### src/rtl/clk_div_bank_pkg.sv
// Shared types and helpers for the clk_div_bank divider bank.
// Config fields are carried at CFG_W bits so the slot type is independent of DIV_W (DIV_W <= CFG_W).
package clk_div_bank_pkg;

    localparam int LOCK_W = 4;
    localparam int CFG_W  = 16;

    typedef struct packed {
        logic [CFG_W-1:0] div;
        logic [CFG_W-1:0] phase;
    } ch_cfg_t;

    function automatic int ch_width(input int n);
        if (n > 1) begin
            return $clog2(n);
        end else begin
            return 1;
        end
    endfunction

    // A divide of 1 cannot produce a clock, so it runs as a divide of 2.
    function automatic logic [CFG_W-1:0] eff_div(input logic [CFG_W-1:0] d);
        if (d == CFG_W'(1)) begin
            return CFG_W'(2);
        end else begin
            return d;
        end
    endfunction

    function automatic logic [CFG_W-1:0] clamp_phase(input logic [CFG_W-1:0] p,
                                                     input logic [CFG_W-1:0] d);
        if (d == CFG_W'(0)) begin
            return CFG_W'(0);
        end else if (p > d - CFG_W'(1)) begin
            return d - CFG_W'(1);
        end else begin
            return p;
        end
    endfunction

endpackage

### src/rtl/clk_div_ch.sv
// One divider channel: counter, pending config slot, gate latch, lock counter, output registers.
// Optional CLK_DIV_BANK_SYNC_EN adds a sync input that realigns the counter to its phase.
module clk_div_ch
    import clk_div_bank_pkg::*;
#(
    parameter int DIV_W    = 8,
    parameter int LOCK_CNT = 4
) (
    input  logic    clk,
    input  logic    rst,
    input  logic    cfg_we,
    input  ch_cfg_t cfg_in,
    input  logic    gate_in,
`ifdef CLK_DIV_BANK_SYNC_EN
    input  logic    sync,
`endif
    output logic    pend,
    output logic    en,
    output logic    clk_out,
    output logic    clk_q,
    output logic    tick,
    output logic    lock
);

    localparam logic [LOCK_W-1:0] LOCK_TGT = LOCK_W'(LOCK_CNT);
    localparam logic [DIV_W-1:0]  ONE      = DIV_W'(1);

    logic [DIV_W-1:0]  div_q, div_d, cnt_q, cnt_d, phase_q, phase_d;
    logic              pend_q, pend_d, gate_q, gate_d, lock_q, lock_d;
    logic              clk_out_q, clk_out_d, clk_q_q, clk_q_d, tick_q, tick_d;
    logic [LOCK_W-1:0] lock_cnt_q, lock_cnt_d;
    ch_cfg_t           slot_q, slot_d;

    logic              en_s, wrap_s, apply_s, sync_s, live_s;
    logic [DIV_W-1:0]  half_s;
    logic [DIV_W:0]    qsum_s, qpos_s;

`ifdef CLK_DIV_BANK_SYNC_EN
    assign sync_s = sync;
`else
    assign sync_s = 1'b0;
`endif

    // Next-state logic: pending slot, apply at the period boundary, counter and outputs.
    always_comb begin
        en_s    = (div_q != DIV_W'(0));
        wrap_s  = en_s && (cnt_q == div_q - ONE);
        apply_s = pend_q && (!en_s || wrap_s || sync_s);
        live_s  = en_s && !gate_q;
        half_s  = div_q >> 1;
        // 90 degree tap: counter advanced by D - D/4, folded back into [0, D).
        qsum_s  = {1'b0, cnt_q} + {1'b0, div_q} - {3'b000, div_q[DIV_W-1:2]};
        if (qsum_s >= {1'b0, div_q}) begin
            qpos_s = qsum_s - {1'b0, div_q};
        end else begin
            qpos_s = qsum_s;
        end

        clk_out_d = live_s && (cnt_q < half_s);
        clk_q_d   = live_s && (qpos_s < {1'b0, half_s});
        tick_d    = live_s && (cnt_q == DIV_W'(0));

        if (!en_s || wrap_s) begin
            gate_d = gate_in;
        end else begin
            gate_d = gate_q;
        end

        if (cfg_we) begin
            pend_d = 1'b1;
            slot_d = cfg_in;
        end else if (apply_s) begin
            pend_d = 1'b0;
            slot_d = slot_q;
        end else begin
            pend_d = pend_q;
            slot_d = slot_q;
        end

        if (apply_s) begin
            div_d      = DIV_W'(eff_div(slot_q.div));
            phase_d    = DIV_W'(slot_q.phase);
            cnt_d      = DIV_W'(clamp_phase(slot_q.phase, eff_div(slot_q.div)));
            lock_cnt_d = LOCK_W'(0);
            lock_d     = 1'b0;
        end else begin
            div_d   = div_q;
            phase_d = phase_q;
            lock_d  = en_s && (lock_cnt_q == LOCK_TGT);
            if (wrap_s && (lock_cnt_q != LOCK_TGT)) begin
                lock_cnt_d = lock_cnt_q + LOCK_W'(1);
            end else begin
                lock_cnt_d = lock_cnt_q;
            end
            if (sync_s && en_s) begin
                cnt_d = DIV_W'(clamp_phase(CFG_W'(phase_q), CFG_W'(div_q)));
            end else if (wrap_s) begin
                cnt_d = DIV_W'(0);
            end else if (en_s) begin
                cnt_d = cnt_q + ONE;
            end else begin
                cnt_d = DIV_W'(0);
            end
        end
    end

    // State registers with synchronous reset; pending configs are dropped on reset.
    always_ff @(posedge clk) begin
        if (rst) begin
            div_q      <= DIV_W'(0);
            cnt_q      <= DIV_W'(0);
            phase_q    <= DIV_W'(0);
            pend_q     <= 1'b0;
            slot_q     <= '0;
            gate_q     <= 1'b0;
            lock_cnt_q <= LOCK_W'(0);
            lock_q     <= 1'b0;
            clk_out_q  <= 1'b0;
            clk_q_q    <= 1'b0;
            tick_q     <= 1'b0;
        end else begin
            div_q      <= div_d;
            cnt_q      <= cnt_d;
            phase_q    <= phase_d;
            pend_q     <= pend_d;
            slot_q     <= slot_d;
            gate_q     <= gate_d;
            lock_cnt_q <= lock_cnt_d;
            lock_q     <= lock_d;
            clk_out_q  <= clk_out_d;
            clk_q_q    <= clk_q_d;
            tick_q     <= tick_d;
        end
    end

    assign pend    = pend_q;
    assign en      = en_s;
    assign clk_out = clk_out_q;
    assign clk_q   = clk_q_q;
    assign tick    = tick_q;
    assign lock    = lock_q;

endmodule

### src/rtl/clk_div_bank.sv
// Bank of NUM_CH programmable clock dividers sharing one config port.
// Optional CLK_DIV_BANK_SYNC_EN adds a sync input that realigns all enabled channels.
module clk_div_bank
    import clk_div_bank_pkg::*;
#(
    parameter int NUM_CH   = 4,
    parameter int DIV_W    = 8,
    parameter int LOCK_CNT = 4
) (
    input  logic                        clk,
    input  logic                        rst,
    input  logic                        cfg_valid,
    output logic                        cfg_ready,
    input  logic [ch_width(NUM_CH)-1:0] cfg_ch,
    input  logic [DIV_W-1:0]            cfg_div,
    input  logic [DIV_W-1:0]            cfg_phase,
    input  logic [NUM_CH-1:0]           gate,
`ifdef CLK_DIV_BANK_SYNC_EN
    input  logic                        sync,
`endif
    output logic [NUM_CH-1:0]           clk_out,
    output logic [NUM_CH-1:0]           clk_q,
    output logic [NUM_CH-1:0]           tick,
    output logic [NUM_CH-1:0]           lock,
    output logic                        all_lock
);

    localparam int CH_W = ch_width(NUM_CH);

    logic [NUM_CH-1:0] pend_s, en_s, we_s;
    logic              ready_s;
    ch_cfg_t           cfg_s;

    assign cfg_s.div   = CFG_W'(cfg_div);
    assign cfg_s.phase = CFG_W'(cfg_phase);

    // Unused channel codes read as busy, so a request to them never transfers.
    generate
        if ((1 << CH_W) > NUM_CH) begin : g_pad
            logic [(1<<CH_W)-1:0] pend_ext_s;
            assign pend_ext_s = {{((1 << CH_W) - NUM_CH){1'b1}}, pend_s};
            assign ready_s    = !pend_ext_s[cfg_ch];
        end else begin : g_nopad
            assign ready_s = !pend_s[cfg_ch];
        end
    endgenerate

    assign cfg_ready = ready_s;

    generate
        for (genvar i = 0; i < NUM_CH; i++) begin : g_ch
            assign we_s[i] = cfg_valid && ready_s && (cfg_ch == CH_W'(i));

            clk_div_ch #(
                .DIV_W    (DIV_W),
                .LOCK_CNT (LOCK_CNT)
            ) u_ch (
                .clk     (clk),
                .rst     (rst),
                .cfg_we  (we_s[i]),
                .cfg_in  (cfg_s),
                .gate_in (gate[i]),
`ifdef CLK_DIV_BANK_SYNC_EN
                .sync    (sync),
`endif
                .pend    (pend_s[i]),
                .en      (en_s[i]),
                .clk_out (clk_out[i]),
                .clk_q   (clk_q[i]),
                .tick    (tick[i]),
                .lock    (lock[i])
            );
        end
    endgenerate

    assign all_lock = (|en_s) && (&(lock | ~en_s));

endmodule

### config.mk
export PLATFORM = sky130hd
export DESIGN_NAME = clk_div_bank
export DESIGN_NICKNAME = d
export VERILOG_FILES = /design/src/rtl/clk_div_bank_pkg.sv /design/src/rtl/clk_div_ch.sv /design/src/rtl/clk_div_bank.sv
export SDC_FILE = /design/constraint.sdc
export NUM_CORES = 1
export LEC_CHECK = 0
export ABC_AREA = 1
export BUFFER_PORTS_ARGS = -buffer_cell sky130_fd_sc_hd__buf_2
export CORE_UTILIZATION = 44
export DETAILED_ROUTE_END_ITERATION = 12
export PLACE_DENSITY = 0.7
export SKIP_LAST_GASP = 1
export SLEW_MARGIN = 20
export SYNTH_ARGS = -nofsm -noshare
export SYNTH_HDL_FRONTEND = slang
export SYNTH_SLANG_ARGS = --single-unit
### constraint.sdc
create_clock -name clk -period 5.6 [get_ports clk]
set_input_delay 0.56 -clock clk [delete_from_list [all_inputs] [get_ports clk]]
set_output_delay 0.56 -clock clk [all_outputs]
set_load 0.02 [all_outputs]
# Word-level counts from Yosys, hierarchy flattened
# Index checks and enable logic that the tools add are counted.
[totals]
reg_bits = 168
in_bits = 25
output_inout_bits = 18
[classes]
addsub = 28
order_cmp = 17
n_eq_ne = 19
n_mux = 42
n_bitwise = 2
n_reduce_logical = 74
[ops]
columns = ["operator", "n"]
rows = [
  ["$mux W8", 24],
  ["$gt A8 B16 Y1", 4],
  ["$logic_not A16 Y1", 4],
  ["$mux W16", 4],
  ["$sub A16 B1 Y16 const B", 4],
  ["$logic_and A1 B1 Y1", 38],
  ["$add A8 B8 Y9", 4],
  ["$ge A9 B8 Y1", 4],
  ["$lt A9 B7 Y1", 4],
  ["$mux W9", 4],
  ["$sub A9 B6 Y9", 4],
  ["$sub A9 B8 Y9", 4],
  ["$add A8 B1 Y8 const B", 4],
  ["$eq A8 B1 Y1 const B", 4],
  ["$eq A8 B8 Y1", 4],
  ["$logic_not A8 Y1", 4],
  ["$lt A8 B7 Y1", 4],
  ["$reduce_bool A8 Y1", 4],
  ["$sub A8 B1 Y8 const B", 4],
  ["$add A4 B1 Y4 const B", 4],
  ["$eq A4 B3 Y1 const B", 4],
  ["$ne A4 B3 Y1 const B", 4],
  ["$logic_not A1 Y1", 9],
  ["$mux W1", 9],
  ["12 further kinds", 22],
]

# Depth between registers and ports, before layout
# Gate-level depths: netlist of run 1.
[depth]
depth_word = 11
mapped_depth = 30
ltp_nobuf = 29

# Cells and area by module
# From an unflattened synthesis of run 1, not the netlist that was laid out.
[hier_totals]
cells_unflattened = 2753
area_unflattened_um2 = 18569.1
[by_module_without_submodules]
columns = ["mod", "instances", "cells_each", "area_per_inst_um2", "seq_area_each_um2"]
rows = [
  ["clk_div_ch (g_ch[1].u_ch)", 1, 681, 4643.2, 1161.1],
  ["clk_div_ch (g_ch[3].u_ch)", 1, 682, 4621.9, 1161.1],
  ["clk_div_ch (g_ch[2].u_ch)", 1, 687, 4604.4, 1161.1],
  ["clk_div_ch (g_ch[0].u_ch)", 1, 669, 4545.6, 1161.1],
  ["clk_div_bank", 1, 34, 153.9, 0.0],
]

# Worst setup path before layout of run 1
# No wires, ideal clock.
[synth_timing]
kind = "register to register"
start = "register g_ch[1].u_ch.cnt_q[2]"
end = "register g_ch[1].u_ch.clk_q_q"
setup_time_ns = 0.115
arrival_ns = 4.250
t_required_ns = 5.485
path_slack_ns = 1.235
path_stages_with_launch = 27
period_less_slack_ns = 4.365
path_cell_list = "dfxtp_1 > inv_1 > fa_1 > inv_1 > ha_1 > a21oi_1 > nand2_1 > nand2_1 > nand2_1 > a21oi_1 > xor2_1 > inv_1 > ha_1 > nand2_1 > nor2_1 > nand2_1 > o21ai_0 > inv_1 > nand3_1 > buf_2 > a21oi_1 > ha_1 > nand2_1 > nor4b_1 > o21bai_1 > nand4_1 > nor2_1"
[synth_between]
elab_chain_len = 6
word_cells_on_any_way = 7
[synth_lines]
columns = ["element", "line", "source"]
rows = [
  ["start: declaration", "clk_div_ch.sv:28", "logic [DIV_W-1:0] div_q, div_d, cnt_q, cnt_d, phase_q, phase_d;"],
  ["start signal: assignment", "clk_div_ch.sv:123", "cnt_q <= cnt_d;"],
  ["$add A8 B8 Y9 *", "clk_div_ch.sv:52", "qsum_s = {1'b0, cnt_q} + {1'b0, div_q} - {3'b000, div_q[DIV_W-1:2]};"],
  ["$sub A9 B6 Y9 *", "clk_div_ch.sv:52", ""],
  ["$sub A9 B8 Y9 or $ge A9 B8 Y1 (tied branches)", "clk_div_ch.sv:54, clk_div_ch.sv:53", ""],
  ["$mux W9 *", "clk_div_ch.sv:53", "if (qsum_s >= {1'b0, div_q}) begin"],
  ["$lt A9 B7 Y1 *", "clk_div_ch.sv:60", "clk_q_d = live_s && (qpos_s < {1'b0, half_s});"],
  ["$logic_and A1 B1 Y1 *", "clk_div_ch.sv:60", ""],
  ["end signal: assignment", "clk_div_ch.sv:131", "clk_q_q <= clk_q_d;"],
  ["end: declaration", "clk_div_ch.sv:30", "logic clk_out_q, clk_out_d, clk_q_q, clk_q_d, tick_q, tick_d;"],
]
# Every way passes the cells marked *; elsewhere a longest branch is shown, timed or not.
# A chain may end at the register's enable or synchronous reset.

# Worst setup path after layout of run 1
[layout_timing]
start = "register g_ch[3].u_ch.cnt_q[2]"
end = "register g_ch[3].u_ch.clk_q_q"
[layout_between]
elab_chain_len = 6
word_cells_on_any_way = 7
[layout_lines]
columns = ["element", "line"]
rows = [
  ["start: declaration", "clk_div_ch.sv:28"],
  ["start signal: assignment", "clk_div_ch.sv:123"],
  ["$add A8 B8 Y9 *", "clk_div_ch.sv:52"],
  ["$sub A9 B6 Y9 *", "clk_div_ch.sv:52"],
  ["$sub A9 B8 Y9 or $ge A9 B8 Y1 (tied branches)", "clk_div_ch.sv:54, clk_div_ch.sv:53"],
  ["$mux W9 *", "clk_div_ch.sv:53"],
  ["$lt A9 B7 Y1 *", "clk_div_ch.sv:60"],
  ["$logic_and A1 B1 Y1 *", "clk_div_ch.sv:60"],
  ["end signal: assignment", "clk_div_ch.sv:131"],
  ["end: declaration", "clk_div_ch.sv:30"],
]
# Marked as above.

==> results of run 1 <==
## logic make-up after synthesis
group           after synthesis
xor+xnor                     92
compound gates              384
buf+inv                     414
fa+ha+maj                   219
flops                       168
simple gates               1040
## layer usage
metal	track usage, %	vias up	wire length [um]
met5	0	-	0
met4	4.498	0	377
met3	3.095	32	1734
met2	37.63	317	17450
met1	30.23	6728	18940
li1	-	7529	-
## layout by cell type (no fill, tap or decap), types with 3 or more instances in the layout
cell type / instances
a21boi_0: 6
a21o_1: 6
a21oi_1: 200
a31oi_1: 10
and2_1: 3
buf_2: 42
buf_4: 5
clkbuf_16: 17
dfxtp_1: 168
fa_1: 28
ha_1: 191
inv_1: 342
inv_2: 14
inv_6: 8
nand2_1: 458
nand2_4: 5
nand2_8: 3
nand3_1: 170
nand3_2: 9
nand3b_1: 11
nand4_1: 39
nor2_1: 276
nor2_2: 21
nor3_1: 29
o211ai_1: 5
o21a_1: 6
o21ai_0: 118
o21ai_1: 14
o21bai_1: 13
or2_2: 5
xnor2_1: 28
xor2_1: 62
## power by group through the flow
stage / Sequential, uW / Clock, uW / Combinational (uW)
floorplan: 1310 / 0 / 2010
global placement: 1320 / 0 / 2430
detailed placement: 1320 / 0 / 2520
CTS: 1300 / 1260 / 2540
global route: 1300 / 1310 / 2970
finish: 1300 / 1240 / 2560
## sequential cells by signal, summed over array words and instances (netlist names)
| name | count |
|---|---|
| g_ch.u_ch.slot_q | 64 |
| g_ch.u_ch.cnt_q | 32 |
| g_ch.u_ch.div_q | 32 |
| g_ch.u_ch.lock_cnt_q | 16 |
| g_ch.u_ch.clk_out | 4 |
| g_ch.u_ch.clk_q | 4 |
| g_ch.u_ch.gate_q | 4 |
| g_ch.u_ch.lock | 4 |
| g_ch.u_ch.pend | 4 |
| g_ch.u_ch.tick | 4 |
## synthesized netlist by cell type, types with 2 or more instances
| cell | count |
|---|---|
| nand2_1 | 458 |
| inv_1 | 343 |
| nor2_1 | 276 |
| a21oi_1 | 200 |
| ha_1 | 191 |
| nand3_1 | 173 |
| dfxtp_1 | 168 |
| o21ai_0 | 118 |
| xor2_1 | 62 |
| nand4_1 | 39 |
| nor3_1 | 29 |
| clkbuf_1 | 28 |
| fa_1 | 28 |
| xnor2_1 | 28 |
| nor2_2 | 21 |
| buf_4 | 20 |
| o21ai_1 | 14 |
| inv_2 | 13 |
| o21bai_1 | 13 |
| nand3b_1 | 11 |
| a31oi_1 | 10 |
| a21boi_0 | 6 |
| a21o_1 | 6 |
| nand3_2 | 6 |
| o21a_1 | 6 |
| nand2_4 | 5 |
| o211ai_1 | 5 |
| or2_2 | 5 |
| buf_2 | 4 |
| buf_6 | 4 |
| and2_1 | 3 |
| nand2_8 | 3 |
| a211oi_1 | 2 |
| nand3_4 | 2 |
| nor4_1 | 2 |
| o22ai_1 | 2 |
## final timing paths
kind	depth (start not counted)	to	from	slack, ps
hold / removal	3	g_ch[2].u_ch.gate_q	gate[2]	330
setup / recovery	27	g_ch[3].u_ch.clk_q	g_ch[3].u_ch.cnt_q[2]	650
hold reg to reg	1	g_ch[0].u_ch.tick	g_ch[0].u_ch.gate_q	440
setup reg to reg	27	g_ch[3].u_ch.clk_q	g_ch[3].u_ch.cnt_q[2]	650
## worst min-delay path: cells and delay by family
family        cells  cell delay (ps)
simple gates      2               90
buf+inv           1               80
## layout make-up
type	count	area [um2]	area share, %
Clock buffer	17	425.4	2.568
Clock inverter	15	181.4	1.095
Inverter	356	1336	8.066
Multi-Input combinational cell	1735	10430	62.97
Sequential cell	168	3363	20.30
Tap cell	455	569.3	3.437
Timing Repair Buffer	48	259.0	1.563
## timing repair
item	4_1_cts	5_1_grt
hold buffers	0	0
gates resized for setup	0	1
endpoints found under the setup margin	0	1
setup buffers	0	0
## metrics by stage
step	hold WS (ps)	area [um2]	power, uW	worst slack, ps	util [%]
floorplan	398.5	15440	3316	1235	-
global placement	418.2	15930	3751	848.0	46.12
detailed placement	415.5	15930	3842	691.1	46.12
CTS	319.9	16540	5090	644.9	47.88
global route	371.0	16570	5580	88.17	47.96
finish	334.5	16570	5097	650.1	47.96
==> reports/results.ini, run 1 <==
[cells_and_area]
nNetsFinal=2570
nFillCells=3533
syn2layout_area_growth_pct=7.259
post_route_cells_drive_above_1_share_pct=6.156
antenna_cells=0
final_cell_count_no_fill=2794

[worst_setup_path]
worstPathRequired_ps=5990
path_buf_inv=4
end_kind=flip-flop
criticalPathCategory=flip-flop to flip-flop
worst_path_max_delay_cell=fa_1
worst_setup_path_start_kind=flip-flop
cp.arrival_ps=5340
path_max_fanout=13
path_delay_family=adder cells
critical-path-max-stage-delay_ps=540

[power]
p_per_area_nw_per_um2=307.7
pwr-share-comb_pct=50.2
p_sw_uw=2211
swShare_pct=43.38
p_seq_share_pct=25.4
p_leak_uw=0.008051
pwr-share-clk_pct=24.3
ir_drop_v=0.0002337
p_int_uw=2886

[timing]
setup_violations=0
fin_setup_tns_ps=0
finalClockSkew_ps=14.19
slew_headroom_pct=39.14
rsz0062_at_grt=no
max_freq_mhz=202.0
finalMaxSlewViolations=0
post-route-min-period_ps=4950
tightest_slew_ps=911.6
fin_crit_sh_pct=88.39
hold_viol=0

[logic_synthesis]
synth-simple-area-share_pct=29.62
synth_top_family_by_area=simple AND/OR/NAND/NOR gates
synth-edff-count=0
synth.top_cell.area_share_pct=21.78
synth-xor-area-share_pct=5.403
post_synth_main_area_contributors=dfxtp_1, ha_1, nand2_1
synth_ff_type=dfxtp_1
ys_async_sr_fraction_pct=0
ys_warn_count=0
synth-seq-area-share_pct=21.78
synth.area.mux_share_pct=0
syn_nets=2561
syn_area_um2=15440
netlist-cell-type-count=49
synth.avg_cell_area_um2=6.666
yosysTopAreaCell=dfxtp_1
synth_compound_area_share_pct=13.32
synth-adder-area-share_pct=19.10
syn_inst=2317
ys_ff_latch=168

[placed_design]
hpwl_mm=30.68
io_buffers=42
dp.cells=2761
place_congestion=0.9156

[floorplanning]
initial_utilization_pct=44.71
io-pin-count=43
fp.dieH_um=189.4
die_w_um=189.4
core_area_um2=34540
rows=68
die_area_um2=35860

[status]
status=finished, final reports clean

[grt]
grt_pass1_wl_mm=66.37
first_global_vias=14004
antenna_found_initial=0
grt_overflow=0
grt_max_degree=55
track_usage_pct=22.32

[route]
viasPerCell=5.228
vias=14606
wirelength_mm=38.50
drt_iter0_drc=979
ant_nets=0
dr.pass1.iters=6
drc=0
wl_per_cell_um=13.78

[clocking]
cts_buffers=17
clock_latency_ps=440
cts.sinks=168
cts_tree=done
clockRootBuffer=clkbuf_16
htree_levels=4
clockBufferDepth=2
clkTransAtPathRegs_ps=80

[worst_hold_path]
min_path_type=input port to flip-flop

[flow_run]
drv_cap=0

Note: power is estimated with default switching activity, not from simulation.
==> run 2: changes to the inputs <==
--- a/config.mk
+++ b/config.mk
@@ -6,10 +6,11 @@
 export NUM_CORES = 1
 export LEC_CHECK = 0
 export ABC_AREA = 1
-export BUFFER_PORTS_ARGS = -buffer_cell sky130_fd_sc_hd__buf_2
+export CORE_ASPECT_RATIO = 0.8
 export CORE_UTILIZATION = 44
 export DETAILED_ROUTE_END_ITERATION = 12
-export PLACE_DENSITY = 0.7
+export DONT_BUFFER_PORTS = 1
+export PLACE_DENSITY = 0.69
 export SKIP_LAST_GASP = 1
 export SLEW_MARGIN = 20
 export SYNTH_ARGS = -nofsm -noshare
==> reports/results.ini, run 2 (synthesis gave the netlist of run 1 again) <==
[timing]
hold_viol=0
slew_headroom_pct=48.26
tightest_slew_ps=770.2
finalClockSkew_ps=8.756
rsz0062_at_grt=no
setup_violations=0
finalMaxSlewViolations=0
whs_ps=206.7
max_freq_mhz=207.6
fin_crit_sh_pct=86.04
post-route-min-period_ps=4818
fin_setup_tns_ps=0

[cells_and_area]
final_cell_mix=nand2_1, inv_1, nor2_1
layout_commonest_cell=nand2_1
final_util_pct=47.99
nNetsFinal=2525
regMostFlops=g_ch.u_ch.slot_q
syn2layout_area_growth_pct=5.905
seqCellArea_um2=3363
nFillCells=3436
design_area_um2=16360
post_route_cells_drive_above_1_share_pct=4.359
antenna_cells=0
multiInputGateArea_um2=10430
reg_top3=g_ch.u_ch.slot_q x64, g_ch.u_ch.cnt_q x32, g_ch.u_ch.div_q x32
largest_reg_flops=64

[route]
ant_nets=0
wirelength_mm=38.90
wl_per_cell_um=14.10
drt_iter0_drc=923
drc=0
top_layer=met4
dr.pass1.iters=5
wl_met3_mm=2.713
viasPerCell=5.188
route.met2.wl_mm=15.56
vias=14313
m1WireLength_mm=20.22

[floorplanning]
fp.dieH_um=169.6
initial_utilization_pct=45.32
die_area_um2=35860
rows=60
core_area_um2=34080
io-pin-count=43
die_w_um=211.5

[clocking]
cts_buffers=17
clockBufferDepth=2
cts.sinks=168
clock_latency_ps=450
post_cts_resized=0
clkTransAtPathRegs_ps=70
clockRootBuffer=clkbuf_16
cts-hold-fix-buffers=0
htree_levels=4
post_cts_buffers=0
cts_tree=done

[placed_design]
place_congestion=0.9266
hpwl_mm=30.89
dpl_cell_area_um2=15710
io_buffers=0

[status]
status=finished, final reports clean

[worst_setup_path]
reg2reg_depth=25
worst_path_max_delay_cell=fa_1
worstPathRequired_ps=5940
worst_setup_path_start_kind=flip-flop
criticalPathCategory=flip-flop to flip-flop
path_max_fanout=16
cp.depth=25
end_kind=flip-flop
path_buf_inv=4
cp.arrival_ps=5150
crit_top_cell=nand2_1
path_delay_family=adder cells
critical-path-max-stage-delay_ps=510

[grt]
first_global_vias=13155
antenna_found_initial=2
grt_max_degree=60
track_usage_pct=22.42
grt_overflow=0
grt_pass1_wl_mm=65.67

[power]
p_leak_uw=0.007850
p_per_area_nw_per_um2=310.6
ir_drop_v=0.0001990

[flow_run]
drv_cap=0

[worst_hold_path]
min_path_cells=1
min_path_type=input port to flip-flop

run 2: changes by cell type in the layout (fill, tap and decap cells not counted):
cell / previous run / this run
buf_4: 5 / 1
buf_2: 42 / 0
clkinv_8: 1 / 0
clkinvlp_4: 1 / 2
nor2_1: 276 / 275
clkinv_2: 1 / 3
bufinv_16: 2 / 3
buf_6: 1 / 2
inv_6: 8 / 5
nor2_2: 21 / 22
run 2: power breakdown:
group	switching, uW	leakage [uW]	internal (uW)
Combinational	1560	0.00619	950
Clock	547	0.000299	712
Sequential	62.3	0.00136	1250
Total	2170	0.00785	2910
run 2: worst paths after layout:
| check | end | start | slack, ps |
|---|---|---|---|
| hold / removal | g_ch[0].u_ch.cnt_q[6] | rst | 210 |
| hold reg to reg | g_ch[0].u_ch.tick | g_ch[0].u_ch.gate_q | 440 |
| setup reg to reg | g_ch[1].u_ch.clk_q | g_ch[1].u_ch.div_q[2] | 780 |
| setup / recovery | g_ch[1].u_ch.clk_q | g_ch[1].u_ch.div_q[2] | 780 |
run 2: layout make-up:
| class | instances | area share (%) |
|---|---|---|
| multi-input combinational | 1735 | 63.79 |
| sequential | 168 | 20.56 |
| inverter | 356 | 8.170 |
| tap | 465 | 3.557 |
| clock buffer | 17 | 2.601 |
| clock inverter | 15 | 1.140 |
| timing repair buffer | 3 | 0.1836 |
run 2: metal layers:
layer / up-vias / global-route usage (%)
met1: 6469 / 33.07
li1: 7450 / -
met5: - / 0
met4: 0 / 4.915
met3: 28 / 4.571
met2: 366 / 33.12
run 2: through the flow:
step | total power [uW] | cells | setup WS (ps)
after floorplan | 3316 | 2317 | 1235
after global placement | 3734 | 2725 | 732.9
after detailed placement | 3801 | 2725 | 650.5
after CTS | 5072 | 2757 | 624.1
after global routing | 5568 | 2759 | 201.5
final | 5081 | 2759 | 781.9
